<file path="src/rtl/miriscv_hazard_ctrl_if.sv">
// rtl/miriscv_hazard_ctrl_if.sv - decoder/retire/issue signal bundle for the miriscv hazard controller
interface miriscv_hazard_ctrl_if #(
    parameter int LSU_DEPTH = 2
);
    localparam int PCNT_W = $clog2(LSU_DEPTH + 1);

    logic              dec_valid_i;
    logic [4:0]        dec_rs1_addr_i;
    logic [4:0]        dec_rs2_addr_i;
    logic              dec_rs1_re_i;
    logic              dec_rs2_re_i;
    logic [4:0]        dec_rd_addr_i;
    logic              dec_wb_we_i;
    logic              dec_load_i;
    logic              dec_mdu_req_i;
    logic              dec_fence_i;
    logic              flush_i;
    logic              lsu_rsp_valid_i;
    logic              mdu_done_i;
    logic              stall_o;
    logic              issue_o;
    logic [4:0]        lsu_rsp_rd_o;
    logic [4:0]        mdu_rd_o;
    logic              mdu_busy_o;
    logic [PCNT_W-1:0] pending_loads_o;
    logic [31:0]       scoreboard_o;
    logic              spurious_rsp_o;

    modport master (
        output dec_valid_i, dec_rs1_addr_i, dec_rs2_addr_i, dec_rs1_re_i, dec_rs2_re_i,
               dec_rd_addr_i, dec_wb_we_i, dec_load_i, dec_mdu_req_i, dec_fence_i,
               flush_i, lsu_rsp_valid_i, mdu_done_i,
        input  stall_o, issue_o, lsu_rsp_rd_o, mdu_rd_o, mdu_busy_o, pending_loads_o,
               scoreboard_o, spurious_rsp_o
    );

    modport slave (
        input  dec_valid_i, dec_rs1_addr_i, dec_rs2_addr_i, dec_rs1_re_i, dec_rs2_re_i,
               dec_rd_addr_i, dec_wb_we_i, dec_load_i, dec_mdu_req_i, dec_fence_i,
               flush_i, lsu_rsp_valid_i, mdu_done_i,
        output stall_o, issue_o, lsu_rsp_rd_o, mdu_rd_o, mdu_busy_o, pending_loads_o,
               scoreboard_o, spurious_rsp_o
    );
endinterface

</file>
<file path="src/rtl/miriscv_hazard_ctrl.sv">
// rtl/miriscv_hazard_ctrl.sv - issue-stage scoreboard and stall logic; MIRISCV_HAZARD_BYPASS_EN enables same-cycle retire bypass
module miriscv_hazard_ctrl #(
    parameter int LSU_DEPTH = 2
) (
    input logic                   clk_i,
    input logic                   arstn_i,
    miriscv_hazard_ctrl_if.slave  hz
);
    localparam int PCNT_W = $clog2(LSU_DEPTH + 1);
    localparam int PTR_W  = (LSU_DEPTH > 1) ? $clog2(LSU_DEPTH) : 1;
    localparam logic [PTR_W-1:0]  PTR_LAST = PTR_W'(LSU_DEPTH - 1);
    localparam logic [PCNT_W-1:0] CNT_FULL = PCNT_W'(LSU_DEPTH);

    logic [31:0]       sb_q, sb_d, set_mask, clr_mask, sb_haz;
    logic [4:0]        tag_q [LSU_DEPTH];
    logic [PTR_W-1:0]  wr_ptr_q, rd_ptr_q;
    logic [PCNT_W-1:0] cnt_q, cnt_haz;
    logic              mdu_busy_q, mdu_busy_haz;
    logic [4:0]        mdu_rd_q;
    logic              spurious_q;
    logic              fifo_empty, fifo_full, pop, push, mdu_retire, mdu_issue;
    logic              raw, waw, load_res, mdu_res, fence_drain, stall, issue;
    logic [4:0]        head_tag, push_tag;

    function automatic logic [PTR_W-1:0] ptr_inc(input logic [PTR_W-1:0] p);
        return (p == PTR_LAST) ? '0 : p + 1'b1;
    endfunction

    assign fifo_empty = (cnt_q == '0);
    assign fifo_full  = (cnt_q == CNT_FULL);
    assign head_tag   = fifo_empty ? 5'd0 : tag_q[rd_ptr_q];
    assign pop        = hz.lsu_rsp_valid_i && !fifo_empty;
    assign mdu_retire = hz.mdu_done_i && mdu_busy_q;

    always_comb begin
        clr_mask = '0;
        if (pop)        clr_mask[head_tag] = 1'b1;
        if (mdu_retire) clr_mask[mdu_rd_q] = 1'b1;
        clr_mask[0] = 1'b0;
    end

`ifdef MIRISCV_HAZARD_BYPASS_EN
    // Retiring producers are invisible to RAW/fence checks; the regfile forwards the result.
    assign sb_haz       = sb_q & ~clr_mask;
    assign cnt_haz      = cnt_q - PCNT_W'(pop);
    assign mdu_busy_haz = mdu_busy_q && !mdu_retire;
`else
    assign sb_haz       = sb_q;
    assign cnt_haz      = cnt_q;
    assign mdu_busy_haz = mdu_busy_q;
`endif

    always_comb begin
        raw = (hz.dec_rs1_re_i && (hz.dec_rs1_addr_i != 5'd0) && sb_haz[hz.dec_rs1_addr_i]) ||
              (hz.dec_rs2_re_i && (hz.dec_rs2_addr_i != 5'd0) && sb_haz[hz.dec_rs2_addr_i]);
        waw         = hz.dec_wb_we_i && (hz.dec_rd_addr_i != 5'd0) && sb_q[hz.dec_rd_addr_i];
        load_res    = hz.dec_load_i && fifo_full;
        mdu_res     = hz.dec_mdu_req_i && mdu_busy_q;
        fence_drain = hz.dec_fence_i && ((cnt_haz != '0) || mdu_busy_haz);
        stall       = hz.dec_valid_i && (raw || waw || load_res || mdu_res || fence_drain);
        issue       = hz.dec_valid_i && !stall && !hz.flush_i;
    end

    assign push      = issue && hz.dec_load_i;
    assign mdu_issue = issue && hz.dec_mdu_req_i;
    assign push_tag  = hz.dec_wb_we_i ? hz.dec_rd_addr_i : 5'd0;

    // Clear before set so a retiring bit can be reclaimed by the issuing instruction.
    always_comb begin
        set_mask = '0;
        if ((push || mdu_issue) && hz.dec_wb_we_i && (hz.dec_rd_addr_i != 5'd0))
            set_mask[hz.dec_rd_addr_i] = 1'b1;
        sb_d    = (sb_q & ~clr_mask) | set_mask;
        sb_d[0] = 1'b0;
    end

    always_ff @(posedge clk_i or negedge arstn_i) begin
        if (!arstn_i) begin
            sb_q       <= '0;
            wr_ptr_q   <= '0;
            rd_ptr_q   <= '0;
            cnt_q      <= '0;
            mdu_busy_q <= 1'b0;
            mdu_rd_q   <= 5'd0;
            spurious_q <= 1'b0;
            for (int i = 0; i < LSU_DEPTH; i++) tag_q[i] <= 5'd0;
        end else begin
            sb_q <= sb_d;
            if (push) begin
                tag_q[wr_ptr_q] <= push_tag;
                wr_ptr_q        <= ptr_inc(wr_ptr_q);
            end
            if (pop) rd_ptr_q <= ptr_inc(rd_ptr_q);
            if (push && !pop)      cnt_q <= cnt_q + PCNT_W'(1);
            else if (pop && !push) cnt_q <= cnt_q - PCNT_W'(1);
            if (mdu_retire) mdu_busy_q <= 1'b0;
            if (mdu_issue) begin
                mdu_busy_q <= 1'b1;
                mdu_rd_q   <= hz.dec_rd_addr_i;
            end
            spurious_q <= (hz.lsu_rsp_valid_i && fifo_empty) || (hz.mdu_done_i && !mdu_busy_q);
        end
    end

    assign hz.stall_o         = stall;
    assign hz.issue_o         = issue;
    assign hz.lsu_rsp_rd_o    = head_tag;
    assign hz.mdu_rd_o        = mdu_rd_q;
    assign hz.mdu_busy_o      = mdu_busy_q;
    assign hz.pending_loads_o = cnt_q;
    assign hz.scoreboard_o    = sb_q;
    assign hz.spurious_rsp_o  = spurious_q;
endmodule

</file>
<file path="src/flat_wrapper.sv">
// flat-port wrapper written by rule: the top's interface ports become plain ports
module miriscv_hazard_ctrl_flat 
#(
    parameter int LSU_DEPTH = 2
)
  (clk_i, arstn_i, hz_dec_valid_i, hz_dec_rs1_addr_i, hz_dec_rs2_addr_i, hz_dec_rs1_re_i, hz_dec_rs2_re_i, hz_dec_rd_addr_i, hz_dec_wb_we_i, hz_dec_load_i, hz_dec_mdu_req_i, hz_dec_fence_i, hz_flush_i, hz_lsu_rsp_valid_i, hz_mdu_done_i, hz_stall_o, hz_issue_o, hz_lsu_rsp_rd_o, hz_mdu_rd_o, hz_mdu_busy_o, hz_pending_loads_o, hz_scoreboard_o, hz_spurious_rsp_o);
  miriscv_hazard_ctrl_if #(.LSU_DEPTH(LSU_DEPTH)) hz_i ();
  input logic clk_i;
  input logic arstn_i;
  input wire logic [$bits(hz_i.dec_valid_i)-1:0] hz_dec_valid_i;
  input wire logic [$bits(hz_i.dec_rs1_addr_i)-1:0] hz_dec_rs1_addr_i;
  input wire logic [$bits(hz_i.dec_rs2_addr_i)-1:0] hz_dec_rs2_addr_i;
  input wire logic [$bits(hz_i.dec_rs1_re_i)-1:0] hz_dec_rs1_re_i;
  input wire logic [$bits(hz_i.dec_rs2_re_i)-1:0] hz_dec_rs2_re_i;
  input wire logic [$bits(hz_i.dec_rd_addr_i)-1:0] hz_dec_rd_addr_i;
  input wire logic [$bits(hz_i.dec_wb_we_i)-1:0] hz_dec_wb_we_i;
  input wire logic [$bits(hz_i.dec_load_i)-1:0] hz_dec_load_i;
  input wire logic [$bits(hz_i.dec_mdu_req_i)-1:0] hz_dec_mdu_req_i;
  input wire logic [$bits(hz_i.dec_fence_i)-1:0] hz_dec_fence_i;
  input wire logic [$bits(hz_i.flush_i)-1:0] hz_flush_i;
  input wire logic [$bits(hz_i.lsu_rsp_valid_i)-1:0] hz_lsu_rsp_valid_i;
  input wire logic [$bits(hz_i.mdu_done_i)-1:0] hz_mdu_done_i;
  output wire logic [$bits(hz_i.stall_o)-1:0] hz_stall_o;
  output wire logic [$bits(hz_i.issue_o)-1:0] hz_issue_o;
  output wire logic [$bits(hz_i.lsu_rsp_rd_o)-1:0] hz_lsu_rsp_rd_o;
  output wire logic [$bits(hz_i.mdu_rd_o)-1:0] hz_mdu_rd_o;
  output wire logic [$bits(hz_i.mdu_busy_o)-1:0] hz_mdu_busy_o;
  output wire logic [$bits(hz_i.pending_loads_o)-1:0] hz_pending_loads_o;
  output wire logic [$bits(hz_i.scoreboard_o)-1:0] hz_scoreboard_o;
  output wire logic [$bits(hz_i.spurious_rsp_o)-1:0] hz_spurious_rsp_o;
  assign hz_i.dec_valid_i = hz_dec_valid_i;
  assign hz_i.dec_rs1_addr_i = hz_dec_rs1_addr_i;
  assign hz_i.dec_rs2_addr_i = hz_dec_rs2_addr_i;
  assign hz_i.dec_rs1_re_i = hz_dec_rs1_re_i;
  assign hz_i.dec_rs2_re_i = hz_dec_rs2_re_i;
  assign hz_i.dec_rd_addr_i = hz_dec_rd_addr_i;
  assign hz_i.dec_wb_we_i = hz_dec_wb_we_i;
  assign hz_i.dec_load_i = hz_dec_load_i;
  assign hz_i.dec_mdu_req_i = hz_dec_mdu_req_i;
  assign hz_i.dec_fence_i = hz_dec_fence_i;
  assign hz_i.flush_i = hz_flush_i;
  assign hz_i.lsu_rsp_valid_i = hz_lsu_rsp_valid_i;
  assign hz_i.mdu_done_i = hz_mdu_done_i;
  assign hz_stall_o = hz_i.stall_o;
  assign hz_issue_o = hz_i.issue_o;
  assign hz_lsu_rsp_rd_o = hz_i.lsu_rsp_rd_o;
  assign hz_mdu_rd_o = hz_i.mdu_rd_o;
  assign hz_mdu_busy_o = hz_i.mdu_busy_o;
  assign hz_pending_loads_o = hz_i.pending_loads_o;
  assign hz_scoreboard_o = hz_i.scoreboard_o;
  assign hz_spurious_rsp_o = hz_i.spurious_rsp_o;
  miriscv_hazard_ctrl #(.LSU_DEPTH(LSU_DEPTH)) u_core (.clk_i(clk_i), .arstn_i(arstn_i), .hz(hz_i));
endmodule
</file>
<file path="config.mk">
export PLATFORM = sky130hd
export DESIGN_NAME = miriscv_hazard_ctrl_flat
export DESIGN_NICKNAME = d
export VERILOG_FILES = /design/src/rtl/miriscv_hazard_ctrl_if.sv /design/src/rtl/miriscv_hazard_ctrl.sv /design/src/flat_wrapper.sv
export SDC_FILE = /design/constraint.sdc
export NUM_CORES = 1
export LEC_CHECK = 0
export CORE_ASPECT_RATIO = 1.75
export CORE_MARGIN = 10
export CORE_UTILIZATION = 52
export DETAILED_ROUTE_END_ITERATION = 8
export GPL_ROUTABILITY_DRIVEN = 0
export GPL_TIMING_DRIVEN = 0
export PLACE_DENSITY = 0.79
export SYNTH_ARGS = -nofsm -noshare
export SYNTH_HDL_FRONTEND = slang
export SYNTH_SLANG_ARGS = --single-unit
</file>
<file path="constraint.sdc">
create_clock -name clk_i -period 3.65 [get_ports clk_i]
set_input_delay 0.5475 -clock clk_i [delete_from_list [all_inputs] [get_ports clk_i]]
set_output_delay 0.5475 -clock clk_i [all_outputs]
set_load 0.02 [all_outputs]
</file>
==> insert_results.sql <==
INSERT INTO impl_metrics (metric_group, metric, value, unit) VALUES
('status', 'result_of_the_run', 'finished clean', ''),
('sta', 'rsz0062_at_grt', 'no', ''),
('die', 'core_area', '0.00654', 'mm2'),
('setup_path', 'crit_path_max_fanout', '10', ''),
('sta', 'layout_min_cycle_time', '3520', 'ps'),
('sta', 'worst_clock_skew_on_the_final_layout', '3.25', 'ps'),
('sta', 'final_max_slew_viol_count', '0', ''),
('global_routing', 'number_of_antenna_violations_at_the_first_check_in_global_routing', '0', ''),
('worst_hold_path', 'hold_path_class', 'primary input to async pin', ''),
('placement', 'buffer_ports.inserted', '67', ''),
('drt', 'met1_length', '4050', 'um'),
('drt', 'detailroute.wirelength.met2', '6300', 'um'),
('die', 'die_h', '129', 'um'),
('sta', 'finish_stage_setup_viols', '0', ''),
('layout', 'fillCellCount', '533', ''),
('placement', 'preCtsSetupSlack', '-735', 'ps'),
('sta', 'max_slew_margin', '0.430', ''),
('global_routing', 'grt_first_pass_wirelength', '19300', 'um'),
('synthesis', 'syn_inst', '331', ''),
('clock_tree', 'clkSlewWorstSetupHoldPaths', '70', 'ps'),
('setup_path', 'reg2reg_to', 'u_core.hz.pending_loads_o[1]', ''),
('placement', 'postPlaceCellArea', '0.00429', 'mm2'),
('sta', 'tightestPinTransition', '850', 'ps'),
('setup_path', 'worst_path_largest_cell_delay', '580', 'ps'),
('synthesis', 'syn_area', '0.00350', 'mm2'),
('sta', 'setup_ws', '133', 'ps'),
('die', 'die_w', '82', 'um'),
('setup_path', 'critical_path.cell_chain', 'mux4_2 > nor2b_1 > nor4_2 > a31oi_1 > or4_4 > buf_6 > and2_1 > clkbuf_2', ''),
('setup_path', 'start_kind', 'flip-flop', ''),
('synthesis', 'synth_enable_flop_cells', '0', ''),
('drt', 'drt_first_iter_violations', '611', ''),
('die', 'rows', '39', ''),
('synthesis', 'synthesis.yosys.warnings', '0', ''),
('power', 'leakagePower', '1.79', 'nW'),
('setup_path', 'critPathSlowestCell', 'sky130_fd_sc_hd__or4_4', ''),
('placement', 'dp_hpwl', '9120', 'um'),
('drt', 'postRouteAntennaNets', '0', ''),
('synthesis', 'synth_area_leaders', 'sky130_fd_sc_hd__dfrtp_1, sky130_fd_sc_hd__mux4_2, sky130_fd_sc_hd__o221ai_1', ''),
('layout', 'final_area', '0.00450', 'mm2'),
('sta', 'final_critical_path_share_of_the_clock_period', '0.964', ''),
('die', 'die_area', '0.0105', 'mm2'),
('die', 'floorplan.initialDensity', '0.535', ''),
('global_routing', 'grt_max_degree', '32', ''),
('clock_tree', 'tritoncts_num_sinks', '52', ''),
('synthesis', 'ys_seq_area_frac', '0.372', ''),
('global_routing', 'number_of_global_route_vias_before_repair', '3620', ''),
('setup_path', 'rr_worst_depth', '11', ''),
('clock_tree', 'tritoncts', 'yes', ''),
('die', 'design.portCount', '75', ''),
('drt', 'route.vias.total', '3443', ''),
('setup_path', 'crit_type', 'flip-flop to output pin', ''),
('global_routing', 'gr-total-overflow', '0', ''),
('setup_path', 'endpoint_kind', 'output pin', ''),
('clock_tree', 'h-tree-depth', '2', ''),
('synthesis', 'yosysUniqueCellTypes', '54', ''),
('layout', 'relative_area_change_from_synthesis_to_final_layout', '28.6', '%'),
('synthesis', 'synth_area_leader_cell', 'sky130_fd_sc_hd__dfrtp_1', ''),
('synthesis', 'ys_dominant_reg_cell', 'sky130_fd_sc_hd__dfrtp_1', ''),
('synthesis', 'asyncSetResetFlopFracSynth', '1.00', ''),
('drt', 'first_pass_iters', '5', ''),
('clock_tree', 'ctsRootBufferMaster', 'sky130_fd_sc_hd__clkbuf_16', ''),
('synthesis', 'synthesis.nets', '359', ''),
('setup_path', 'cp.arrival', '2970', 'ps'),
('global_routing', 'grt.total_usage', '0.237', ''),
('drt', 'avgViaCountPerCell', '7.01', ''),
('layout', 'fraction_of_the_core_area_covered_by_cells_at_the_end_of_the_flow', '0.688', ''),
('layout', 'mostFrequentLayoutCell', 'sky130_fd_sc_hd__clkdlybuf4s50_1', ''),
('clock_tree', 'insertion_delay', '300', 'ps'),
('layout', 'layout-drive-gt1-share', '0.171', ''),
('clock_tree', 'total_cts_buffers', '5', ''),
('sta', 'fmax', '284', 'MHz');
[per-layer routing]
layer | GRT usage | vias up
li1 | - | 1446
met1 | 0.245 | 1660
met2 | 0.401 | 270
met3 | 0.0642 | 67
met4 | 0.158 | 0
met5 | 0 | -
[critical path, delay by kind of cell (launching register included)]
family          cells  cell delay [ps]
buf+inv             2              310
mux                 1              490
compound gates      1              160
flops               1              450
simple gates        4             1260
[stage by stage]
step	power [mW]	std cells	hold WS, ps
2_1_floorplan	1.58	331	252
3_3_place_gp	2.07	480	467
3_5_place_dp	2.10	481	474
4_1_cts	2.64	491	232
5_1_grt	2.78	491	249
6_report	2.67	491	222
[report_power, final]
group / internal, mW / switching (mW) / leakage (nW) / total, mW
clock: 0.322 / 0.214 / 0.0798 / 0.536
combinational: 0.525 / 0.726 / 1.03 / 1.25
sequential: 0.726 / 0.153 / 0.687 / 0.879
[sequential cells by signal, summed over array words and instances, names as in the netlist]
signal and cells:
u_core.hz.mdu_busy_o 1, u_core.hz.mdu_rd_o 5, u_core.hz.pending_loads_o 2, u_core.hz.scoreboard_o 31, u_core.hz.spurious_rsp_o 1, u_core.rd_ptr_q 1, u_core.tag_q 10, u_core.wr_ptr_q 1
[final cells by class]
class	count	area [um2]	share of cell area
sequential	52	1310	0.290
clock buffer	5	125	0.0278
tap	82	103	0.0228
multi-input combinational	247	2060	0.457
clock inverter	3	42.5	0.00945
buffer	23	148	0.0328
timing repair buffer	70	686	0.152
inverter	9	33.8	0.00751
[worst max-delay path by stage]
stage	end	start	cells after the start	slack, ps
2_1_floorplan	u_core.hz.pending_loads_o[1]	hz_dec_rs1_addr_i[0]	12	400
3_3_place_gp	hz_issue_o	hz_dec_rd_addr_i[1]	10	-740
3_5_place_dp	hz_issue_o	hz_dec_rd_addr_i[1]	10	-730
4_1_cts	hz_stall_o	u_core.hz.scoreboard_o[19]	8	30
5_1_grt	hz_issue_o	hz_dec_rs2_addr_i[0]	9	70
6_report	hz_stall_o	u_core.hz.scoreboard_o[19]	8	130
[logic make-up after synthesis]
group	Yosys count	synth area share
DFF	52	0.372
and+or+nand+nor	93	0.152
xor gates and xnor gates	5	0.0125
adders and majority gates	1	0.00358
other	1	0.00107
AOI/OAI and AO/OA	93	0.194
muxes	54	0.220
buffers and inverters	32	0.0451
[timing repair]
item,4_1_cts,5_1_grt
hold buffers,0,0
setup endpoints to repair,44,2
pin swaps,2,1
buffers inserted,2,0
resized for setup,18,14
[cells in the mapped netlist (4+ instances only)]
cell / instances
sky130_fd_sc_hd__nand2_1: 18
sky130_fd_sc_hd__nor2b_1: 7
sky130_fd_sc_hd__o21ai_1: 24
sky130_fd_sc_hd__o21ai_0: 6
sky130_fd_sc_hd__mux2_1: 12
sky130_fd_sc_hd__buf_6: 4
sky130_fd_sc_hd__mux2_4: 5
sky130_fd_sc_hd__nor2_1: 19
sky130_fd_sc_hd__dfrtp_1: 52
sky130_fd_sc_hd__o221ai_1: 31
sky130_fd_sc_hd__nand3_1: 7
sky130_fd_sc_hd__nand2b_1: 5
sky130_fd_sc_hd__inv_1: 9
sky130_fd_sc_hd__and2_1: 7
sky130_fd_sc_hd__o22ai_1: 4
sky130_fd_sc_hd__or3_1: 7
sky130_fd_sc_hd__mux2i_1: 22
sky130_fd_sc_hd__clkbuf_1: 15
sky130_fd_sc_hd__nand3b_1: 8
sky130_fd_sc_hd__o21ai_2: 8
sky130_fd_sc_hd__mux4_2: 15
Power figures use the tool's default switching activity.
